## src/rtl/fp_align_shifter.sv

```systemverilog
// fp_align_shifter: mantissa alignment stage of the single-precision adder
// Ports:
//   clk, rst_n                async active-low reset
//   in_valid / in_ready       operand handshake (ready only in IDLE)
//   a, b                      IEEE-754 single operands
//   exp_diff, exp_borrow      Ea - Eb mod 256 and its borrow (1: Ea < Eb)
//   out_valid / out_ready     result handshake (valid only in DONE)
//   big_sign, small_sign      signs of the larger/smaller-exponent operands
//   big_exp                   exponent of the larger-exponent operand
//   big_man                   {hidden, fraction, 3'b000}
//   small_man                 aligned {hidden, fraction, guard, round, sticky}
//   swapped                   B was selected as the larger operand
module fp_align_shifter (
    input  logic        clk,
    input  logic        rst_n,
    input  logic        in_valid,
    output logic        in_ready,
    input  logic [31:0] a,
    input  logic [31:0] b,
    input  logic [7:0]  exp_diff,
    input  logic        exp_borrow,
    output logic        out_valid,
    input  logic        out_ready,
    output logic        big_sign,
    output logic        small_sign,
    output logic [7:0]  big_exp,
    output logic [26:0] big_man,
    output logic [26:0] small_man,
    output logic        swapped
);
    typedef enum logic [1:0] {IDLE, SHIFT, DONE} state_t;

    state_t      state_q, state_d;
    logic [4:0]  rem_q, rem_d;
    logic        big_sign_q, big_sign_d, small_sign_q, small_sign_d, swapped_q, swapped_d;
    logic [7:0]  big_exp_q, big_exp_d;
    logic [26:0] big_man_q, big_man_d, small_man_q, small_man_d;

    logic [31:0] big_op, small_op;
    logic [7:0]  shift;
    logic [4:0]  shift_cap;

    assign big_op    = exp_borrow ? b : a;
    assign small_op  = exp_borrow ? a : b;
    assign shift     = exp_borrow ? 8'd0 - exp_diff : exp_diff;
    // 27 shifts already collapse the whole mantissa into the sticky bit
    assign shift_cap = (shift > 8'd27) ? 5'd27 : shift[4:0];

    always_comb begin
        state_d      = state_q;
        rem_d        = rem_q;
        big_sign_d   = big_sign_q;
        small_sign_d = small_sign_q;
        swapped_d    = swapped_q;
        big_exp_d    = big_exp_q;
        big_man_d    = big_man_q;
        small_man_d  = small_man_q;
        case (state_q)
            IDLE: if (in_valid) begin
                big_sign_d   = big_op[31];
                small_sign_d = small_op[31];
                swapped_d    = exp_borrow;
                big_exp_d    = big_op[30:23];
                big_man_d    = {|big_op[30:23], big_op[22:0], 3'b000};
                small_man_d  = {|small_op[30:23], small_op[22:0], 3'b000};
                rem_d        = shift_cap;
                state_d      = (shift_cap == 5'd0) ? DONE : SHIFT;
            end
            SHIFT: begin
                // bit 0 ORs in whatever falls off, so sticky never clears
                small_man_d = {1'b0, small_man_q[26:2], small_man_q[1] | small_man_q[0]};
                rem_d       = rem_q - 5'd1;
                state_d     = (rem_q == 5'd1) ? DONE : SHIFT;
            end
            DONE: state_d = out_ready ? IDLE : DONE;
            default: state_d = IDLE;
        endcase
    end

    always_ff @(posedge clk or negedge rst_n) begin
        if (!rst_n) begin
            state_q      <= IDLE;
            rem_q        <= '0;
            big_sign_q   <= 1'b0;
            small_sign_q <= 1'b0;
            swapped_q    <= 1'b0;
            big_exp_q    <= '0;
            big_man_q    <= '0;
            small_man_q  <= '0;
        end else begin
            state_q      <= state_d;
            rem_q        <= rem_d;
            big_sign_q   <= big_sign_d;
            small_sign_q <= small_sign_d;
            swapped_q    <= swapped_d;
            big_exp_q    <= big_exp_d;
            big_man_q    <= big_man_d;
            small_man_q  <= small_man_d;
        end
    end

    assign in_ready   = (state_q == IDLE);
    assign out_valid  = (state_q == DONE);
    assign big_sign   = big_sign_q;
    assign small_sign = small_sign_q;
    assign swapped    = swapped_q;
    assign big_exp    = big_exp_q;
    assign big_man    = big_man_q;
    assign small_man  = small_man_q;
endmodule
```

## config.mk

```make
export PLATFORM = sky130hd
export DESIGN_NAME = fp_align_shifter
export DESIGN_NICKNAME = d
export VERILOG_FILES = /design/src/rtl/fp_align_shifter.sv
export SDC_FILE = /design/constraint.sdc
export NUM_CORES = 1
export LEC_CHECK = 0
export CELL_PAD_IN_SITES_DETAIL_PLACEMENT = 1
export CELL_PAD_IN_SITES_GLOBAL_PLACEMENT = 1
export CORE_MARGIN = 2
export CORE_UTILIZATION = 29
export DETAILED_ROUTE_END_ITERATION = 7
export PLACE_DENSITY_LB_ADDON = 0.1
export SKIP_LAST_GASP = 1
export SLEW_MARGIN = 20
export SYNTH_ARGS = -nofsm -noshare
export SYNTH_HDL_FRONTEND = slang
export SYNTH_SLANG_ARGS = --single-unit
```

## constraint.sdc

```tcl
create_clock -name clk -period 1.83 [get_ports clk]
set_clock_uncertainty 0.2 [all_clocks]
set_input_delay 0.366 -clock clk [delete_from_list [all_inputs] [get_ports clk]]
set_output_delay 0.366 -clock clk [all_outputs]
set_load 0.005 [all_outputs]
```

Word level (Yosys, flattened, before mapping) --
Index checks and enable logic that the tools add are counted.
Word-level totals: register bits after elaboration 69, output and inout port bits 67, word-level logic and storage cells 36
Operators by class: add/sub/neg operators 2, magnitude comparators 1, equal/unequal tests 4, muxes and demuxes 13, bitwise logic cells 1, reduce and logical (&&, ||, !) cells 7
Operator list (count):
- $mux W32 | 2
- $pmux W27 S2 | 1
- $mux W27 | 1
- $reduce_or A8 Y1 | 2
- $mux W5 | 2
- $pmux W5 S2 | 1
- $gt A8 B5 Y1 const B | 1
- $mux W2 | 4
- $mux W8 | 1
- $sub A1 B8 Y8 const A | 1
- $pmux W2 S3 | 1
- $eq A5 B1 Y1 const B | 1
- $logic_not A5 Y1 | 1
- $sub A5 B1 Y5 const B | 1
- $reduce_and A2 Y1 | 2
- $eq A2 B1 Y1 const B | 1
- $eq A2 B2 Y1 const B | 1
- $logic_not A2 Y1 | 1
- $ne A2 B2 Y1 const B | 1
- $reduce_bool A2 Y1 | 1
- $or A1 B1 Y1 | 1

Depth between registers and ports, before layout --
depth after elaboration 8, mapped depth 8, depth with buffers taken out 7

Least setup slack after synthesis --
No wires, ideal clock.
kind input port to flip-flop, from input exp_diff[1], to register state_q[1], library setup time 0.076 ns, data arrival time 1.941 ns, setup slack -0.387 ns, stages on the path 8, buffers on the path 1, cells stage by stage buf_6 inv_1 ha_1 or4b_1 o31ai_1 a211o_1 or4b_1 o21ai_1
On the way: word-level cells in the longest chain between the ends 8
Ends and longest elaborated chain:
- start, declared | RTL line 20 | input logic [7:0] exp_diff,
- $sub A1 B8 Y8 | RTL line 45 | assign shift = exp_borrow ? 8'd0 - exp_diff : exp_diff;
- $mux W8 * | RTL line 45
- $gt A8 B5 Y1 | RTL line 47 | assign shift_cap = (shift > 8'd27) ? 5'd27 : shift[4:0];
- $mux W5 * | RTL line 47
- $logic_not A5 Y1 * | RTL line 67 | state_d = (shift_cap == 5'd0) ? DONE : SHIFT;
- $mux W2 * | RTL line 67
- $mux W2 * | RTL line 59 | IDLE: if (in_valid) begin
- $pmux W2 S3 * | RTL line 58 | case (state_q)
- end signal, assigned | RTL line 91 | state_q <= state_d;
- end, declared | RTL line 33 | state_t state_q, state_d;
Every way passes the cells marked *; elsewhere a longest branch is shown, timed or not. The select of a mux whose other input is x is not followed. A chain may end at the register's enable or synchronous reset.

Final worst setup path --
from input exp_diff[0], to register rem_q[2]
On the way: word-level cells in the longest chain between the ends 6
Ends and longest elaborated chain:
- $sub A1 B8 Y8 | RTL line 45
- $mux W8 * | RTL line 45
- $gt A8 B5 Y1 | RTL line 47
- $mux W5 * | RTL line 47
- $mux W5 * | RTL line 59
- $pmux W5 S2 * | RTL line 58
- end signal, assigned | RTL line 92 | rem_q <= rem_d;
- end, declared | RTL line 34 | logic [4:0] rem_q, rem_d;
Marked as above.

==> run summary <==
Die Span Y: 116 µm
number of inserted filler cells in the final layout: 1371
syn_area_per_cell: 9.92 µm²
Routed WL: 11400 µm
worst voltage drop across the vdd grid: 0.573 mV
Fin. Hold Viols: 0
number of global-route vias before repair: 3640
wire length of the first global-routing pass: 18300 µm
number of standard cells after synthesis: 366
arrival time of data at the critical path endpoint: 1.91 ns
most used cells in the layout excluding fill and tap cells: sky130_fd_sc_hd__clkdlybuf4s50_1 (112), sky130_fd_sc_hd__dfrtp_1 (69), sky130_fd_sc_hd__nor2_1 (62)
RSZ-0062 raised after global routing: true
number of cells on the worst hold path: 4
pin count of the biggest net entering global routing: 37
clock transition at the registers of the reported paths: 0.06 ns
internal reg-to-reg setup slack: 0.12 ns
max-capacitance violation count: 0
count of final setup violators: 5
CTS tree: yes
end point of the most critical hold path: state_q[1]$_DFFE_PN0P_
min cycle time layout: 1.90 ns
Synth-to-Final Area Change: 64.4%
count of buffers inserted at the top-level ports: 140
Async SR Flop Fraction: 100%
TritonCTS buffer count: 9
CTS H-Tree Depth: 3
classification of the worst-slack hold path: in2reg
length of the first detailed-routing pass in iterations: 4
number of top-level pins: 144
synthesized cell area: 0.00363 mm²
die footprint: 0.0134 mm²
Pwr Density: 1410 mW/mm²
number of enable flip-flop cells after synthesis: 0
share of Yosys cell area claimed by the top area cell type: 47.5%
First DRT Iteration DRCs: 110
count of warnings emitted by yosys: 0
number of antenna violations at the first check in global routing: 0
worst r2r src: state_q[1]$_DFFE_PN0P_
Via Count: 3504
synthesis-stage register bit count: 69
highest net fanout along the worst path: 4
final worst path period share: 104%
average via count per standard cell: 4.91
main flop type after synthesis: sky130_fd_sc_hd__dfrtp_1
leading post-synthesis cells by cell area: sky130_fd_sc_hd__dfrtp_1 (48%), sky130_fd_sc_hd__mux2i_1 (16%), sky130_fd_sc_hd__nor2_1 (6.6%)
post-layout instance area: 0.00597 mm²
Critical Path Sink Type: flop
row count: 40
Clock Latency Late Sink: 0.32 ns
maximum buffer depth of the clock tree: 2
Setup Total Neg Slack: -0.252 ns
end of the worst register-to-register path: small_man[24]$_DFFE_PN0P_
Starting Density: 30.0%
Pleak: 2.77 nW
Die X-Extent: 116 µm
library cells used by synthesis: 43
cell at the root of the clock tree: sky130_fd_sc_hd__clkbuf_16
setup slack at placement: -0.804 ns
Final Worst Setup Slack: -0.0736 ns
depth of the worst register-to-register path: 6
outcome: finished with violations
smallest hold slack: 0.216 ns
commonest non-fill, non-tap cell in the layout: sky130_fd_sc_hd__clkdlybuf4s50_1
total overflow reported by the global router: 0
flip-flop and latch area: 0.00173 mm²
CP Launch Type: input port
routability congestion estimate: 0.797
final core utilization: 49.3%
core area: 0.0121 mm²
worst setup path category: in2reg
average detailed-routed wire length per instance: 16.0 µm
top cell type by total area after synthesis: sky130_fd_sc_hd__dfrtp_1
Hold Startpoint: exp_diff[0]
instance area after placement: 0.00542 mm²
highest achievable clock rate: 0.525 GHz
overall track demand over capacity in global routing: 17.3%
# DRC: 0
failing checks: negative setup slack
total area of multi-input combinational cells: 0.00181 mm²
Antenna Cells: 0
half-perimeter wire length of the detailed placement result: 8590 µm
Pins Over Slew Limit: 0
Total Nets Final: 621
antenna-violating nets left: 0
post-synthesis sequential area ratio: 47.5%
required time worst endpoint: 1.84 ns
clk sink count: 69
fraction of final layout cells with drive strength greater than 1: 16.5%
==> registers in the layout, indices dropped and copies added, names as in the netlist <==
signal / flops
rem_q: 5
state_q: 2
big_sign: 1
big_exp: 8
big_man: 24
small_man: 27
swapped: 1
small_sign: 1
==> area by class of cell <==
type	count	area share [%]
clock buffer	10	3.83
clock inverter	6	1.47
inverter	5	0.356
multi-input combinational	263	30.3
sequential	69	28.9
tap	168	3.52
timing repair buffer	193	31.6
==> Yosys cell counts, drive strengths merged (2+ instances only) <==
cell type and instances:
or4b 2, a21oi 37, nor2b 3, a221o 23, o21ai 9, xnor2 2, nor2 64, buf 15
clkbuf 16, nand3 5, dfrtp 69, a221oi 2, o22ai 3, inv 5, nor3 3, nand2b 4
o31ai 2, nor4 8, nand2 16, xor2 2, ha 3, mux2i 57
==> worst max-delay path, stage by stage <==
cell and delay [ns]:
sky130_fd_sc_hd__buf_8 0.10, sky130_fd_sc_hd__buf_6 0.10, sky130_fd_sc_hd__or4_4 0.52, sky130_fd_sc_hd__o21a_1 0.19, sky130_fd_sc_hd__a211o_1 0.25, sky130_fd_sc_hd__and3_4 0.18, sky130_fd_sc_hd__a31o_1 0.21
==> per-layer routing <==
| metal | GRT usage (%) | vias up | wire (µm) |
|---|---|---|---|
| li1 | - | 1671 | - |
| met1 | 22.3 | 1729 | 5140 |
| met2 | 28.9 | 95 | 5450 |
| met3 | 4.24 | 9 | 685 |
| met4 | 4.84 | 0 | 125 |
| met5 | 0 | - | 0 |
==> timing repair <==
item                                    4_1_cts  5_1_grt
hold buffers                                  1        0
hold endpoints to repair                     19        0
resized for setup                            32       26
gates cloned                                  0        0
pin swaps                                     9        6
endpoints found under the setup margin       11       40
buffers inserted                              6       13
==> stage by stage <==
step	instances	total power [mW]
after floorplan	368	4.20
after global placement	678	6.30
after global routing	714	9.05
after CTS	701	8.33
after detailed placement	678	6.40
final	714	8.41
==> power breakdown <==
| part | switching [mW] | internal, mW | total, mW |
|---|---|---|---|
| clock network | 0.656 | 1.19 | 1.85 |
| logic | 1.53 | 2.27 | 3.80 |
| registers | 0.492 | 2.27 | 2.76 |
==> how the worst max path moves through the flow <==
stage / from / end / slack, ns / depth (start not counted)
5_1_grt: exp_diff[0] / rem_q[4]$_DFFE_PN0P_ / -0.12 / 7
3_3_place_gp: exp_diff[0] / state_q[1]$_DFFE_PN0P_ / -0.79 / 8
3_5_place_dp: exp_diff[0] / state_q[1]$_DFFE_PN0P_ / -0.80 / 8
4_1_cts: exp_diff[0] / rem_q[4]$_DFFE_PN0P_ / -0.1 / 7
2_1_floorplan: exp_diff[1] / state_q[1]$_DFFE_PN0P_ / -0.32 / 8
6_report: exp_diff[0] / rem_q[2]$_DFFE_PN0P_ / -0.07 / 7
==> kinds of logic after synthesis <==
family / Yosys count / synth area share, %
simple gates: 112 / 14.3
compound gates: 84 / 15.9
flops: 69 / 47.5
mux: 57 / 15.7
buf+inv: 36 / 4.44
xor+xnor: 4 / 0.965
fa+ha+maj: 3 / 1.03
other cells: 1 / 0.103
No activity file was read; power rests on OpenSTA's default activity.
